### src/rtl/serial_bit_source.sv
// serial_bit_source
// -----------------
// Parallel-to-serial front end for the serial sequence detectors. A WIDTH-bit
// word is accepted over a valid/ready handshake and then presented one bit per
// clock on x_out, with framing strobes for downstream alignment. A programmable
// idle gap separates frames.
//
// Optional feature (compile-time macro): SER_PARITY_EN
//   Defined   : an even-parity bit (XOR of all data bits) follows the data bits,
//               making each frame WIDTH+1 bits long; frame_done marks the parity bit.
//   Undefined : frame is WIDTH data bits, no parity logic.
//
// Parameters:
//   WIDTH      data bits per frame (2..32)
//   GAP_CYCLES idle cycles after each frame before data_ready reasserts (0..15)
//   MSB_FIRST  1 = bit WIDTH-1 goes out first, 0 = bit 0 first
//
// Ports:
//   CLK        system clock, rising edge
//   Reset      synchronous active-high reset
//   data_in    parallel word to serialise
//   data_valid data_in is valid
//   data_ready block accepts a word this cycle
//   x_out      serial bit stream (0 whenever bit_valid is low)
//   bit_valid  x_out carries a frame bit this cycle
//   frame_done one-cycle pulse with the final bit of a frame
//   busy       high while shifting or in the gap
module serial_bit_source #(
  parameter int WIDTH      = 8,
  parameter int GAP_CYCLES = 1,
  parameter int MSB_FIRST  = 1
) (
  input  logic             CLK,
  input  logic             Reset,
  input  logic [WIDTH-1:0] data_in,
  input  logic             data_valid,
  output logic             data_ready,
  output logic             x_out,
  output logic             bit_valid,
  output logic             frame_done,
  output logic             busy
);

`ifdef SER_PARITY_EN
  localparam int FLEN = WIDTH + 1;
`else
  localparam int FLEN = WIDTH;
`endif
  localparam int CW = $clog2(WIDTH + 2);
  localparam int GW = 4;

  typedef enum logic [1:0] {
    IDLE,
    SHIFT,
    GAP
  } state_e;

  state_e          state_q;
  logic [FLEN-1:0] sr_q;
  logic [CW-1:0]   cnt_q;
  logic [GW-1:0]   gap_q;
  logic            ready_q;
  logic            x_q;
  logic            bv_q;
  logic            fd_q;
  logic            busy_q;

  // Frame image built from the incoming word; parity sits at the tail end of
  // the shift order so it always leaves last.
  logic [FLEN-1:0] frame_d;
`ifdef SER_PARITY_EN
  logic            par_d;
`endif

  always_comb begin
`ifdef SER_PARITY_EN
    par_d = ^data_in;
    if (MSB_FIRST != 0) frame_d = {data_in, par_d};
    else                frame_d = {par_d, data_in};
`else
    frame_d = data_in;
`endif
  end

  // Head bit goes onto x_out now; the remainder is parked in the shift register.
  logic            load_head_d;
  logic [FLEN-1:0] load_rest_d;
  logic            sr_head_d;
  logic [FLEN-1:0] sr_rest_d;

  always_comb begin
    if (MSB_FIRST != 0) begin
      load_head_d = frame_d[FLEN-1];
      load_rest_d = frame_d << 1;
      sr_head_d   = sr_q[FLEN-1];
      sr_rest_d   = sr_q << 1;
    end else begin
      load_head_d = frame_d[0];
      load_rest_d = frame_d >> 1;
      sr_head_d   = sr_q[0];
      sr_rest_d   = sr_q >> 1;
    end
  end

  // cnt_q counts bits still to present after the one currently on x_out.
  always_ff @(posedge CLK) begin
    if (Reset) begin
      state_q <= IDLE;
      sr_q    <= '0;
      cnt_q   <= '0;
      gap_q   <= '0;
      ready_q <= 1'b1;
      x_q     <= 1'b0;
      bv_q    <= 1'b0;
      fd_q    <= 1'b0;
      busy_q  <= 1'b0;
    end else begin
      case (state_q)
        IDLE: begin
          if (data_valid) begin
            sr_q    <= load_rest_d;
            cnt_q   <= CW'(FLEN - 1);
            x_q     <= load_head_d;
            bv_q    <= 1'b1;
            fd_q    <= 1'b0;
            busy_q  <= 1'b1;
            ready_q <= 1'b0;
            state_q <= SHIFT;
          end
        end
        SHIFT: begin
          if (cnt_q == '0) begin
            x_q  <= 1'b0;
            bv_q <= 1'b0;
            fd_q <= 1'b0;
            sr_q <= '0;
            if (GAP_CYCLES > 0) begin
              gap_q   <= GW'(GAP_CYCLES - 1);
              busy_q  <= 1'b1;
              ready_q <= 1'b0;
              state_q <= GAP;
            end else begin
              busy_q  <= 1'b0;
              ready_q <= 1'b1;
              state_q <= IDLE;
            end
          end else begin
            x_q   <= sr_head_d;
            sr_q  <= sr_rest_d;
            cnt_q <= cnt_q - CW'(1);
            fd_q  <= (cnt_q == CW'(1));
          end
        end
        GAP: begin
          if (gap_q == '0) begin
            busy_q  <= 1'b0;
            ready_q <= 1'b1;
            state_q <= IDLE;
          end else begin
            gap_q <= gap_q - GW'(1);
          end
        end
        default: begin
          state_q <= IDLE;
        end
      endcase
    end
  end

  assign data_ready = ready_q;
  assign x_out      = x_q;
  assign bit_valid  = bv_q;
  assign frame_done = fd_q;
  assign busy       = busy_q;

endmodule

### config.mk
export PLATFORM = sky130hd
export DESIGN_NAME = serial_bit_source
export DESIGN_NICKNAME = d
export VERILOG_FILES = /design/src/rtl/serial_bit_source.sv
export SDC_FILE = /design/constraint.sdc
export NUM_CORES = 1
export LEC_CHECK = 0
export CAP_MARGIN = 5
export CORE_UTILIZATION = 53
export DETAILED_ROUTE_END_ITERATION = 7
export MAX_ROUTING_LAYER = met4
export PLACE_DENSITY = 0.81
export RECOVER_POWER = 100
export SYNTH_ARGS = -nofsm -noshare
export SYNTH_HDL_FRONTEND = slang
export SYNTH_SLANG_ARGS = --single-unit
### constraint.sdc
create_clock -name CLK -period 1.9 [get_ports CLK]
set_input_delay 0.285 -clock CLK [delete_from_list [all_inputs] [get_ports CLK]]
set_output_delay 0.285 -clock CLK [all_outputs]
set_load 0.03 [all_outputs]
**Word-level counts from Yosys, hierarchy flattened**

Index checks and enable logic that the tools add are counted.

- Flip-flop bits (word level): 23
- Output and inout port bits: 5

- Add/subtract/negate cells: 2
- Eq/ne operators: 8
- Muxes and demuxes: 27
- Reductions and logical operators: 12

Operators with widths:

| cell | count |
|---|---|
| 2-to-1 mux 4 bit | 4 |
| 2-to-1 mux 8 bit | 2 |
| case mux 4 bit (2 select lines) | 2 |
| case mux 8 bit (2 select lines) | 1 |
| AND reduction 3 bit | 4 |
| inequality test 2 bit (second input constant) | 5 |
| 2-to-1 mux 1 bit | 9 |
| logical NOT 4 bit | 2 |
| subtractor 4 x 1 -> 4 bit (second input constant) | 2 |
| 2-to-1 mux 2 bit | 3 |
| case mux 1 bit (2 select lines) | 3 |
| case mux 1 bit (3 select lines) | 2 |
| case mux 2 bit (3 select lines) | 1 |
| equality test 4 x 1 -> 1 bit (second input constant) | 1 |
| AND reduction 4 bit | 1 |
| nonzero test 2 bit | 2 |
| nonzero test 3 bit | 1 |
| equality test 2 x 1 -> 1 bit (second input constant) | 1 |
| equality test 2 bit (second input constant) | 1 |
| logical NOT 2 bit | 1 |
| AND reduction 2 bit | 1 |

**Longest topological paths before layout**

Gate-level depths: netlist of run 1.

- Word-level depth: 3
- Mapped depth: 6
- Mapped depth without buffers: 5

**Least setup slack after synthesis of run 1**

No wires, ideal clock.

- Kind: reg-to-reg
- Start point: register cnt_q[0]
- End point: register cnt_q[0]
- Arrival time: 1.334 ns
- Required time: 1.812 ns
- Path slack: 0.478 ns
- Stages on the path, launching flop included: 6
- Buffers on the path: 1
- Period minus slack after synthesis: 1.422 ns
- Path through: dfxtp_1 > inv_1 > ha_1 > or3b_1 > buf_6 > a311oi_2

- Longest elaborated chain between the ends: 3
- Elaborated cells between the ends (all ways): 6
- Classes of those cells: add/sub: 1; eq/ne: 1; mux: 2; reduce/logical: 2

Ends and longest elaborated chain:

| what | line | text |
|---|---|---|
| from (decl) | 60 | `logic [CW-1:0] cnt_q;` |
| from (signal assigned) | 122 | `cnt_q <= CW'(FLEN - 1);` |
| from (signal assigned) | 150 | `cnt_q <= cnt_q - CW'(1);` |
| subtractor 4 x 1 -> 4 bit / logical NOT 4 bit (equally long branches) | 150, 132 |  |
| 2-to-1 mux 4 bit / inequality test 2 bit (equally long branches) | -- |  |
| case mux 4 bit (2 select lines) / AND reduction 3 bit (equally long branches) | -- |  |

Several ways; a longest one is shown, not always the timed one. The select of a mux whose other input is x is not followed.
A chain may end at the register's enable or synchronous reset.

**Final worst setup path of run 1**

- Start point: register bv_q, in the netlist bit_valid
- End point: output port bit_valid

RTL lines:

| what | line | text |
|---|---|---|
| from (decl) | 64 | `logic bv_q;` |
| from (signal assigned) | 114 | `bv_q <= 1'b0;` |
| from (signal assigned) | 124 | `bv_q <= 1'b1;` |
| from (signal assigned) | 134 | `bv_q <= 1'b0;` |
| to (decl) | 39 | `output logic bit_valid,` |

No word-level cell between the ends.

==> flow_summary.ini, run 1 <==
[clock_tree]
cts_tree = done
cts_resized = 0
hold_buffers = 0
postCtsSetupBuffers = 0
ctsHtreeMaxLevel = 1
clockRootBuffer = clkbuf_4
clk_pin_slew_ns = 0.11
cts-buffers-inserted = 3
cts_buffer_depth = 2
cts_num_sinks = 22
clkLatencyLatePin_ns = 0.30

[yosys]
syn-instance-count = 128
syn_area_per_cell_um2 = 9.003
ys_ff_latch = 22
synth_adder_area_share_pct = 4.343
synth_top_family_by_area = simple AND/OR/NAND/NOR gates
synth-edff-count = 0
synth_top_area_share_pct = 38.22
netlist_area_um2 = 1152
ys_warn_count = 0
synth_cell_types = 39
synthSimpleGateAreaFrac_pct = 27.90
yosys.area.top_type = dfxtp_1
yosysSeqAreaShare_pct = 38.22
synthArstFlopShare_pct = 0
synth_compound_area_share_pct = 20.30
syn_nets = 143
synth.area.top_cells = dfxtp_1 38%, a311oi_1 5.3%, ha_1 4.3%
synth_xor_area_share_pct = 0
ys.flop_type = dfxtp_1
synthMuxAreaShare_pct = 0.9772

[setup_path]
start_kind = register
r2r_cells = 4
path_class = register to output port
r2r-start = cnt_q[1]
critPathTopFamily = buffers and inverters
cp-end-kind = output port
slowest_delay_ns = 0.74
r2r-end = cnt_q[0]
cp.arrival_ns = 1.39
critPathSlowestCell = dlygate4sd3_1
crit_chain = dlygate4sd3_1
reg2reg_setup_slack_ns = 0.34
path_max_fanout = 3
worstPathRequired_ns = 1.62
cp.depth = 1
path_buf_inv = 1

[finish]
fillers = 186
antenna_cells = 0
instances_no_fill = 168
fin_util_pct = 64.81
final_cell_mix = 22 x dfxtp_1, 10 x nor2_1, 10 x nand2_1, 10 x clkdlybuf4s50_1, 9 x nand3_1
layout-drive-gt1-share_pct = 7.092
fin_area_um2 = 1297
syn2layout_area_growth_pct = 12.59
layout_commonest_cell = dfxtp_1
nets = 158

[timing]
rsz0062_at_grt = no
slew_headroom_pct = 73.03
fmax_mhz = 595.5
period_needed_ns = 1.679
setup-tns-final_ns = 0
skew_ns = 0.005024
setup_viol = 0
fin_crit_sh_pct = 88.38
hold_violations = 0
slew_viol_final = 0
worst_pin_slew_ns = 0.4040

[global_route]
gr-usage-all-layers_pct = 19.93
grt_max_degree = 18
antenna_found_initial = 0
grt_pass1_vias = 826
grt_overflow = 0
grt_first_pass_wirelength_um = 3574

[run]
max-cap-violations = 0

[hold_path]
min_path_cells = 1
hp-start = busy
min_to = busy
hold_class = register to register

[drt]
antenna_left = 0
drtPass1Iterations = 4
routed_via_density = 5.649
num_vias = 949
drt-initial-drc-count = 15
drc = 0
wirelength_um = 2144
wl_per_cell_um = 12.76

[die]
die_h_um = 48.63
dieArea_um2 = 2365
core-area_um2 = 2002
die_w_um = 48.63
initial_utilization_pct = 57.56
ioPinCount = 16
rows = 16

[place]
placed_area_um2 = 1290
port_buffers = 15
hpwl_um = 1578
gp_congestion = 0.8277
placed_cells = 165

[run_status]
outcome = finished, final reports clean

[power]
max-vdd-ir-drop_mv = 0.4126
totalPowerFinal_w = 0.001016
p_leak_nw = 0.5034
p_per_area_nw_per_um2 = 783.4
-- routing by layer --
layer,vias to the layer above,global-route usage (%),routed length (µm)
met5,-,-,0
met4,0,7.843,12
met3,2,3.145,74
met2,18,31.02,994
met1,440,25.89,1062
li1,489,-,-
-- area by class of cell --
type	instances	area, µm²	share of cell area [%]
Multi-Input combinational cell	91	601.8	46.38
Sequential cell	22	440.4	33.94
Timing Repair Buffer	18	172.7	13.31
Tap cell	27	33.78	2.604
Inverter	7	26.28	2.025
Clock buffer	3	22.52	1.736
-- stage by stage --
stage | setup slack (ns) | hold WS (ns)
2_1_floorplan | 0.4775 | 0.4475
3_3_place_gp | 0.3095 | 0.4471
3_5_place_dp | 0.2474 | 0.4528
4_1_cts | 0.2715 | 0.4798
5_1_grt | 0.1720 | 0.5026
6_report | 0.2208 | 0.4686
-- flip-flops by register name (all words and copies together) (netlist names) --
register,cells
gap_q,4
bit_valid,1
x_out,1
sr_q,7
cnt_q,4
busy,1
data_ready,1
frame_done,1
state_q,2
-- synth_stat cells, drive strengths merged (3+ instances only) --
master,count
nor3b,4
nor2,10
a311oi,8
nand2,10
inv,7
nand3,9
buf,7
o21bai,3
a21oi,7
ha,4
nand2b,5
dfxtp,22
o21ai,3
-- worst max-delay path by stage --
| stage | start | to |
|---|---|---|
| after CTS | bit_valid | bit_valid |
| after detailed placement | data_valid | cnt_q[3] |
| after global placement | data_valid | cnt_q[0] |
| after floorplan | cnt_q[0] | cnt_q[0] |
| after global routing | bit_valid | bit_valid |
| final | bit_valid | bit_valid |
-- cells by family (layout without fill, tap and decap cells) --
group | Yosys count | count (layout)
buffers and inverters | 15 | 28
muxes | 1 | 1
AOI/OAI and AO/OA | 32 | 32
and+or+nand+nor | 54 | 54
adders and majority gates | 4 | 4
DFF | 22 | 22
-- report_power, final --
| part | switching, W | internal (W) |
|---|---|---|
| sequential | 0.0000396 | 0.000507 |
| combinational | 0.000145 | 0.000121 |
| clock | 0.000130 | 0.0000738 |
| total | 0.000315 | 0.000702 |
Note: power is estimated with default switching activity, not from simulation.
==> run 2, diff against run 1 <==
--- a/config.mk
+++ b/config.mk
@@ -12,4 +12,6 @@
 export PLACE_DENSITY = 0.81
 export RECOVER_POWER = 100
+export REMOVE_ABC_BUFFERS = 1
+export SKIP_LAST_GASP = 1
 export SYNTH_ARGS = -nofsm -noshare
 export SYNTH_HDL_FRONTEND = slang
==> constraint.sdc (replaced) <==
create_clock -name CLK -period 1.9 [get_ports CLK]
set_input_delay 0.285 -clock CLK [delete_from_list [all_inputs] [get_ports CLK]]
set_output_delay 0.285 -clock CLK [all_outputs]
set_load 0.1 [all_outputs]
==> flow_summary.ini, run 2 (synthesis gave the netlist of run 1 again) <==
[run_status]
outcome = finished, final reports clean

[die]
rows = 16
core-area_um2 = 2002
initial_utilization_pct = 57.56
die_w_um = 48.63
die_h_um = 48.63
ioPinCount = 16
dieArea_um2 = 2365

[timing]
fin_crit_sh_pct = 84.83
slew_viol_final = 0
slew_headroom_pct = 64.06
hold_violations = 0
setup_viol = 0
holdWs_ns = 0.4815
skew_ns = 0.007245
worst_pin_slew_ns = 0.5414
period_needed_ns = 1.612
setup-tns-final_ns = 0
fmax_mhz = 620.4
rsz0062_at_grt = no

[power]
max-vdd-ir-drop_mv = 0.5766
p_leak_nw = 0.5068
p_per_area_nw_per_um2 = 942.7

[drt]
routed_via_density = 5.762
drt-initial-drc-count = 14
antenna_left = 0
num_vias = 968
drc = 0
drtPass1Iterations = 4
wl_per_cell_um = 12.93
wirelength_um = 2173

[clock_tree]
cts_tree = done
ctsHtreeMaxLevel = 1
postCtsSetupBuffers = 0
cts_buffer_depth = 2
clkLatencyLatePin_ns = 0.32
clk_pin_slew_ns = 0.12
cts-buffers-inserted = 3
clockRootBuffer = clkbuf_4
cts_num_sinks = 22
hold_buffers = 0
cts_resized = 0

[finish]
largest_reg_flops = 7
top_register = sr_q
instances_no_fill = 168
layout_commonest_cell = dfxtp_1
layout-drive-gt1-share_pct = 12.06
final_cell_mix = 22 x dfxtp_1, 10 x nor2_1, 10 x nand2_1, 10 x clkdlybuf4s50_1, 9 x nand3_1
antenna_cells = 0
syn2layout_area_growth_pct = 12.92
fin_area_um2 = 1301
fillers = 177
reg_top3 = sr_q: 7 flops, cnt_q: 4 flops, gap_q: 4 flops
nets = 157

[setup_path]
r2r-end = sr_q[4]
start_kind = register
worstPathRequired_ns = 2.13
r2r-start = cnt_q[0]
path_max_fanout = 9
cp.arrival_ns = 1.84
reg2reg_setup_slack_ns = 0.29
path_class = register to register
r2r_cells = 5
cp-end-kind = register

[hold_path]
min_path_cells = 2
min_to = frame_done
hp-start = frame_done
hold_class = register to register

[global_route]
grt_overflow = 0
gr-usage-all-layers_pct = 20.93
antenna_found_initial = 0
grt_pass1_vias = 895
grt_first_pass_wirelength_um = 3815
grt_max_degree = 20

[place]
placed_cells = 164
port_buffers = 15
placed_area_um2 = 1270
gp_congestion = 0.8211
hpwl_um = 1573

[run]
max-cap-violations = 0
==> run 2: area by class of cell <==
class | count | area [µm²] | area share [%]
Clock buffer | 3 | 22.52 | 1.731
Sequential cell | 22 | 440.4 | 33.85
Clock inverter | 1 | 30.03 | 2.308
Inverter | 7 | 26.28 | 2.019
Tap cell | 27 | 33.78 | 2.596
Timing Repair Buffer | 17 | 140.1 | 10.77
Multi-Input combinational cell | 91 | 608.1 | 46.73
==> run 2: worst max-delay path by stage <==
stage / startpoint / to / slack (ns) / depth (start not counted)
4_1_cts: cnt_q[0] / sr_q[4] / 0.25 / 5
6_report: cnt_q[0] / sr_q[4] / 0.29 / 5
3_3_place_gp: data_valid / cnt_q[3] / 0.18 / 4
2_1_floorplan: cnt_q[0] / cnt_q[0] / 0.47 / 4
3_5_place_dp: data_valid / cnt_q[3] / 0.12 / 4
5_1_grt: cnt_q[0] / sr_q[3] / 0.12 / 5
==> run 2: per-stage QoR <==
step | setup WS, ns | total power (W) | util (%)
after CTS | 0.2529 | 0.001245 | 66.06
final | 0.2882 | 0.001227 | 65.00
after global placement | 0.1753 | 0.0008817 | 63.44
after global routing | 0.1233 | 0.001284 | 65.00
after detailed placement | 0.1163 | 0.0008914 | 63.44
after floorplan | 0.4659 | 0.0007978 | -
==> run 2: layer usage <==
metal | share of wire (%) | up-vias | GRT usage (%) | routed length (µm)
li1 | - | 487 | - | -
met4 | 1.7 | 0 | 7.353 | 36
met5 | 0 | - | - | 0
met2 | 50 | 14 | 35.65 | 1077
met1 | 46 | 462 | 25.20 | 1009
met3 | 2.3 | 5 | 2.830 | 49
==> run 2: critical path, stage by stage, from the launching register on <==
cell	delay, ns
dfxtp_1	0.44
inv_1	0.07
ha_1	0.24
or3b_1	0.38
nand3_1	0.12
a311oi_1	0.28
==> run 2: where the power goes <==
| group | switching (W) | leakage (nW) | internal (W) |
|---|---|---|---|
| sequential | 0.0000403 | 0.181 | 0.000507 |
| clock | 0.000145 | 0.0279 | 0.000214 |
| combinational | 0.000210 | 0.297 | 0.000111 |
